<file path="config.mk">
export PLATFORM = sky130hd
export DESIGN_NAME = latency_absorber_flat
export DESIGN_NICKNAME = d
export VERILOG_FILES = /design/src/rtl/latency_absorber_pkg.sv /design/src/rtl/latency_absorber_if.sv /design/src/rtl/latency_absorber_ram.sv /design/src/rtl/latency_absorber.sv /design/src/flat_wrapper.sv
export SDC_FILE = /design/constraint.sdc
export NUM_CORES = 1
export LEC_CHECK = 0
export CORE_AREA = 2 2 96 98
export DETAILED_ROUTE_END_ITERATION = 12
export DIE_AREA = 0 0 98 100
export DONT_BUFFER_PORTS = 1
export SLEW_MARGIN = 0
export SYNTH_ARGS = -nofsm -noshare
export SYNTH_HDL_FRONTEND = slang
export SYNTH_HIERARCHICAL = 1
export SYNTH_SLANG_ARGS = --single-unit
</file>
<file path="constraint.sdc">
create_clock -name clk -period 2.45 [get_ports clk]
set_input_delay 0.49 -clock clk [delete_from_list [all_inputs] [get_ports clk]]
set_output_delay 0.49 -clock clk [all_outputs]
set_load 0.1 [all_outputs]
</file>
<file path="src/rtl/latency_absorber_pkg.sv">
// Shared constants and width helpers for the latency absorber.
package latency_absorber_pkg;

  localparam int unsigned ERR_OVF = 0;
  localparam int unsigned ERR_UNF = 1;

  function automatic int unsigned ptr_w(input int unsigned depth);
    return $clog2(depth);
  endfunction

  // One extra bit so the counters can hold the value DEPTH itself.
  function automatic int unsigned cnt_w(input int unsigned depth);
    return $clog2(depth) + 1;
  endfunction

endpackage

</file>
<file path="src/rtl/latency_absorber_if.sv">
// Request, pipe-return and result handshake bundle of the latency absorber.
interface latency_absorber_if #(
  parameter int unsigned WIDTH = 8
) ();

  logic             req_valid;
  logic             req_ready;
  logic             pipe_issue;
  logic             pipe_ret_valid;
  logic [WIDTH-1:0] pipe_ret_data;
  logic             m_valid;
  logic             m_ready;
  logic [WIDTH-1:0] m_data;
  logic [1:0]       err;

  modport master (
    output req_valid, pipe_ret_valid, pipe_ret_data, m_ready,
    input  req_ready, pipe_issue, m_valid, m_data, err
  );

  modport slave (
    input  req_valid, pipe_ret_valid, pipe_ret_data, m_ready,
    output req_ready, pipe_issue, m_valid, m_data, err
  );

endinterface

</file>
<file path="src/rtl/latency_absorber_ram.sv">
// Return buffer storage: one synchronous write port, one asynchronous read port.
module absorb_ram
  import latency_absorber_pkg::*;
#(
  parameter int unsigned WIDTH = 8,
  parameter int unsigned DEPTH = 8,
  localparam int unsigned AW   = ptr_w(DEPTH)
) (
  input  logic             clk,
  input  logic             we,
  input  logic [AW-1:0]    waddr,
  input  logic [WIDTH-1:0] wdata,
  input  logic [AW-1:0]    raddr,
  output logic [WIDTH-1:0] rdata
);

  logic [WIDTH-1:0] mem [DEPTH];

  always_ff @(posedge clk) begin
    if (we) begin
      mem[waddr] <= wdata;
    end
  end

  assign rdata = mem[raddr];

endmodule

</file>
<file path="src/rtl/latency_absorber.sv">
// Credit-based return buffer for a fixed-latency, non-stallable pipe.
// Define LATENCY_ABSORBER_ERR_EN to build sticky overflow/underflow detection.
module latency_absorber
  import latency_absorber_pkg::*;
#(
  parameter int unsigned LATENCY = 5,
  parameter int unsigned WIDTH   = 8,
  parameter int unsigned DEPTH   = 8
) (
  input  logic                clk,
  input  logic                rst,
  latency_absorber_if.slave   bus
);

  localparam int unsigned PtrW = ptr_w(DEPTH);
  localparam int unsigned CntW = cnt_w(DEPTH);
  localparam logic [CntW-1:0] DepthC = CntW'(DEPTH);
  localparam logic [CntW-1:0] OneC   = CntW'(1);
  localparam logic [PtrW-1:0] PtrOne = PtrW'(1);

  if (LATENCY < 1 || DEPTH < LATENCY + 2 || (DEPTH & (DEPTH - 1)) != 0) begin : g_bad_cfg
    $error("latency_absorber: DEPTH must be a power of two and >= LATENCY+2, LATENCY >= 1");
  end

  logic [CntW-1:0] credits_q, credits_d;
  logic [CntW-1:0] count_q, count_d;
  logic [PtrW-1:0] wr_ptr_q, rd_ptr_q;
  logic            issue, pop, we;

  assign bus.req_ready  = !rst && (credits_q != '0);
  assign issue          = bus.req_valid && bus.req_ready;
  assign bus.pipe_issue = issue;
  assign bus.m_valid    = (count_q != '0);
  assign pop            = bus.m_valid && bus.m_ready;

`ifdef LATENCY_ABSORBER_ERR_EN
  logic          ovf, unf;
  logic [CntW:0] committed;
  logic [1:0]    err_q;

  // Nothing is in flight when every credit is either free or parked in the buffer.
  assign committed = {1'b0, credits_q} + {1'b0, count_q};
  assign ovf       = bus.pipe_ret_valid && (count_q == DepthC) && !pop;
  assign unf       = bus.pipe_ret_valid && (committed >= {1'b0, DepthC});
  assign we        = bus.pipe_ret_valid && !ovf;

  always_ff @(posedge clk) begin
    if (rst) begin
      err_q <= 2'b00;
    end else begin
      if (ovf) err_q[ERR_OVF] <= 1'b1;
      if (unf) err_q[ERR_UNF] <= 1'b1;
    end
  end

  assign bus.err = err_q;
`else
  assign we      = bus.pipe_ret_valid;
  assign bus.err = 2'b00;
`endif

  always_comb begin
    credits_d = credits_q;
    if (issue && !pop) begin
      credits_d = credits_q - OneC;
    end else if (pop && !issue && credits_q != DepthC) begin
      // Saturate so a stray return can never mint credits beyond DEPTH.
      credits_d = credits_q + OneC;
    end

    count_d = count_q;
    if (we && !pop) begin
      count_d = count_q + OneC;
    end else if (pop && !we) begin
      count_d = count_q - OneC;
    end
  end

  always_ff @(posedge clk) begin
    if (rst) begin
      credits_q <= DepthC;
      count_q   <= '0;
      wr_ptr_q  <= '0;
      rd_ptr_q  <= '0;
    end else begin
      credits_q <= credits_d;
      count_q   <= count_d;
      if (we)  wr_ptr_q <= wr_ptr_q + PtrOne;
      if (pop) rd_ptr_q <= rd_ptr_q + PtrOne;
    end
  end

  absorb_ram #(
    .WIDTH (WIDTH),
    .DEPTH (DEPTH)
  ) u_ram (
    .clk   (clk),
    .we    (we),
    .waddr (wr_ptr_q),
    .wdata (bus.pipe_ret_data),
    .raddr (rd_ptr_q),
    .rdata (bus.m_data)
  );

endmodule

</file>
<file path="src/flat_wrapper.sv">
// flat-port wrapper written by rule: the top's interface ports become plain ports
module latency_absorber_flat import latency_absorber_pkg::*;
#(
  parameter int unsigned LATENCY = 5,
  parameter int unsigned WIDTH   = 8,
  parameter int unsigned DEPTH   = 8
)
  (clk, rst, bus_req_valid, bus_pipe_ret_valid, bus_pipe_ret_data, bus_m_ready, bus_req_ready, bus_pipe_issue, bus_m_valid, bus_m_data, bus_err);
  latency_absorber_if #(.WIDTH(WIDTH)) bus_i ();
  input  logic clk;
  input  logic rst;
  input wire logic [$bits(bus_i.req_valid)-1:0] bus_req_valid;
  input wire logic [$bits(bus_i.pipe_ret_valid)-1:0] bus_pipe_ret_valid;
  input wire logic [$bits(bus_i.pipe_ret_data)-1:0] bus_pipe_ret_data;
  input wire logic [$bits(bus_i.m_ready)-1:0] bus_m_ready;
  output wire logic [$bits(bus_i.req_ready)-1:0] bus_req_ready;
  output wire logic [$bits(bus_i.pipe_issue)-1:0] bus_pipe_issue;
  output wire logic [$bits(bus_i.m_valid)-1:0] bus_m_valid;
  output wire logic [$bits(bus_i.m_data)-1:0] bus_m_data;
  output wire logic [$bits(bus_i.err)-1:0] bus_err;
  assign bus_i.req_valid = bus_req_valid;
  assign bus_i.pipe_ret_valid = bus_pipe_ret_valid;
  assign bus_i.pipe_ret_data = bus_pipe_ret_data;
  assign bus_i.m_ready = bus_m_ready;
  assign bus_req_ready = bus_i.req_ready;
  assign bus_pipe_issue = bus_i.pipe_issue;
  assign bus_m_valid = bus_i.m_valid;
  assign bus_m_data = bus_i.m_data;
  assign bus_err = bus_i.err;
  latency_absorber #(.LATENCY(LATENCY), .WIDTH(WIDTH), .DEPTH(DEPTH)) u_core (.clk(clk), .rst(rst), .bus(bus_i));
endmodule
</file>
==> out/qor.tcl <==
set qor(viasPerCell) 5.00
set qor(fp-row-count) 35
set qor(synth-edff-count) 64
set qor(layout.filler_cells) 794
set qor(crit_type) {reg -> out}
set qor(gp_congestion) 0.726
set qor(detailedRoute.firstPassIterationCount) 4
set qor(lkg_pwr_nw) 1.45
set qor(clk_root_buffer_cell) {sky130_fd_sc_hd__clkbuf_8}
set qor(tightestPinTransition_ns) 0.673
set qor(timing.final.crit_period_ns) 2.42
set qor(dominantRegCellSynth) {sky130_fd_sc_hd__edfxtp_1}
set qor(global_route_wire_length_before_repair_um) 9230
set qor(cell_area_after_placement_um2) 3840
set qor(critical-path-max-stage-delay_ns) 0.56
set qor(finalCritPeriodShare_pct) 98.9
set qor(tritoncts_num_sinks) 78
set qor(final_cell_area_um2) 4080
set qor(grt_antenna_before_repair) 0
set qor(ys_async_sr_fraction_pct) 0
set qor(boundaryPins) 26
set qor(h_tree_level_count) 3
set qor(timing.reg2reg.setup_slack_ns) 0.11
set qor(regArea_um2) 2210
set qor(crit_path_top_delay_cell) {sky130_fd_sc_hd__mux4_1}
set qor(syn2layout_area_growth_pct) 19.0
set qor(dp.final_hpwl_um) 3850
set qor(cell_seen_most_often_among_critical_path_stages) {sky130_fd_sc_hd__buf_12}
set qor(worstPathCellList) {buf_12, mux4_1, mux2_4, buf_12}
set qor(tritoncts) {built}
set qor(tritoncts.num_buffers) 9
set qor(chipHeight_um) 100
set qor(drt_wl_total_um) 5850
set qor(clk-insertion-delay-late_ns) 0.34
set qor(finClkSkew_ns) 0.00383
set qor(power.density_cell_area_nw_per_um2) 1110
set qor(postCtsHoldBufs) 0
set qor(ctsLongestPathBuffers) 2
set qor(worstPathRequired_ns) 1.96
set qor(crit-reg2reg-capture) {u_core/count_q[3]}
set qor(mean_instance_size_in_the_synthesized_netlist_um2) 17.0
set qor(detailedPlace.worstSlack_ns) 0.0562
set qor(die_w_um) 98
set qor(numPortBuffers) 0
set qor(die_area_um2) 9800
set qor(final_nets) 256
set qor(rsz0062_at_grt) {yes}
set qor(synthesized_area_um2) 3430
set qor(clk_transition_reported_paths_ns) 0.08
set qor(layout.cells.most_common_list) {64 x sky130_fd_sc_hd__edfxtp_1, 23 x sky130_fd_sc_hd__nor2_1, 21 x sky130_fd_sc_hd__buf_4}
set qor(fmax_ghz) 0.413
set qor(ys_seq_area_share_pct) 64.3
set qor(cp-end-kind) {output port}
set qor(drt-wirelength-per-cell_um) 16.7
set qor(timing.final.hold_violations) 0
set qor(ys_warn_count) 6
set qor(worst_rel_slew_slack_pct) 55.1
set qor(grt_remaining_overflow) 0
set qor(worst-r2r-cell-count) 9
set qor(totalPowerFinal_w) 0.00453
set qor(design.core.area_um2) 8890
set qor(final-max-slew-violation-count) 0
set qor(multi_input_area_um2) 1140
set qor(netlist-cell-type-count) 40
set qor(max-cap-violations) 0
set qor(data_arrival_at_the_endpoint_of_the_critical_path_ns) 1.93
set qor(largest_net_degree_at_the_start_of_global_routing) 21
set qor(final-setup-viol-count) 0
set qor(drtAntennaViolNets) 0
set qor(detailroute.via_count) 1751
set qor(timing.hold.ws_ns) 0.203
set qor(critical_path.endpoint) {bus_m_data[4]}
set qor(fraction_of_layout_instances_using_a_drive_strength_above_1_pct) 32.6
set qor(regToRegStartpoint) {u_core/count_q[3]}
set qor(hold_path.class) {in -> reg}
set qor(grt_pass1_vias) 1736
set qor(layout_commonest_cell) {sky130_fd_sc_hd__edfxtp_1}
set qor(critPathLaunch) {u_core/rd_ptr_q[0]}
set qor(synth.ff_latch_count) 78
set qor(worst-path-max-fanout) 8
set qor(first_iter_violations) 111
set qor(max-vdd-ir-drop_uv) 836
set qor(initial_utilization_pct) 38.5
set qor(final_core_utilization_pct) 45.9
set qor(final_critical_path_setup_slack_ns) 0.0266
set qor(synth_cells) 201
set qor(critical_path.startpoint_type) {flop}
set qor(globalRouteTotalUtil_pct) 12.8
set qor(run_status) {completed}
set qor(diodes_inserted) 0
set qor(route.detailed.drc) 0
==> Yosys cell counts, drive strengths merged, types with 2 or more instances <==
cell type	instances	area share (%)
xnor2	3	0.77
a21oi	7	1.4
clkinv	2	0.51
xor2	4	1.0
fa	2	1.2
nor2	25	2.8
nor2b	2	0.37
nand3	2	0.29
nor3	3	0.44
edfxtp	64	56
mux2i	3	0.88
buf	6	1.6
inv	3	0.33
dfxtp	14	8.2
mux2	12	4.3
nand2b	4	0.73
a21o	2	0.47
mux4	16	12
nand2	7	0.99
clkbuf	4	0.44
ha	7	2.6
==> metal layers <==
layer | up-vias | GRT usage (%) | routed length [um]
met5 | - | 0 | 0
met4 | 0 | 3.53 | 63
met3 | 7 | 5.36 | 316
met2 | 40 | 20.1 | 2820
met1 | 873 | 16.5 | 2650
li1 | 831 | - | -
==> where the power goes <==
part | total, W | switching, W | internal, W
clock network | 0.000945 | 0.000467 | 0.000478
registers | 0.00164 | 0.000110 | 0.00153
logic | 0.00194 | 0.00108 | 0.000857
total | 0.00453 | 0.00166 | 0.00287
==> worst min-delay path by stage <==
| stage | startpoint | end | slack [ns] | depth (start not counted) |
|---|---|---|---|---|
| final | rst | u_core/rd_ptr_q[0] | 0.20 | 1 |
| after global routing | rst | u_core/rd_ptr_q[0] | 0.17 | 1 |
| after CTS | rst | u_core/rd_ptr_q[0] | 0.18 | 1 |
| after detailed placement | u_core/credits_q[3] | u_core/credits_q[3] | 0.51 | 1 |
| after global placement | u_core/credits_q[3] | u_core/credits_q[3] | 0.50 | 1 |
| after floorplan | u_core/rd_ptr_q[1] | u_core/rd_ptr_q[1] | 0.45 | 2 |
==> critical path, delay by kind of cell (launching register included) <==
| kind | cells | cell delay [ns] |
|---|---|---|
| muxes | 2 | 0.86 |
| DFF | 1 | 0.41 |
| buffers and inverters | 2 | 0.32 |
==> final cells by class <==
class	instances	area share (%)
timing repair buffer	31	8.96
multi-input combinational	109	28.0
tap	111	3.41
clock inverter	6	1.72
inverter	5	0.706
clock buffer	10	3.13
sequential	78	54.1
==> through the flow <==
stage | cells | TNS [ns]
floorplan | 202 | 0
global placement | 332 | 0
detailed placement | 332 | 0
CTS | 350 | -0.00407
global route | 350 | -0.150
finish | 350 | 0
==> timing repair <==
action,4_1_cts,5_1_grt
endpoints found under the setup margin,8,8
gates resized for setup,11,5
setup buffers,1,0
gates cloned,1,0
pin swaps,0,1
endpoints found under the hold margin,0,0
==> registers in the layout (all words and copies together) (netlist names) <==
name	cells
u_core/count_q	4
u_core/rd_ptr_q	3
u_core/credits_q	4
u_core/u_ram/mem	64
u_core/wr_ptr_q	3
==> cells by family after synthesis <==
group	count (synthesis)	share of synthesized area [%]
DFF	78	64.3
buffers and inverters	15	2.88
muxes	31	17.3
adders and majority gates	9	3.73
AOI/OAI and AO/OA	13	3.29
other	1	0.109
and+or+nand+nor	47	6.61
xor gates and xnor gates	7	1.79
Power figures use the tool's default switching activity.
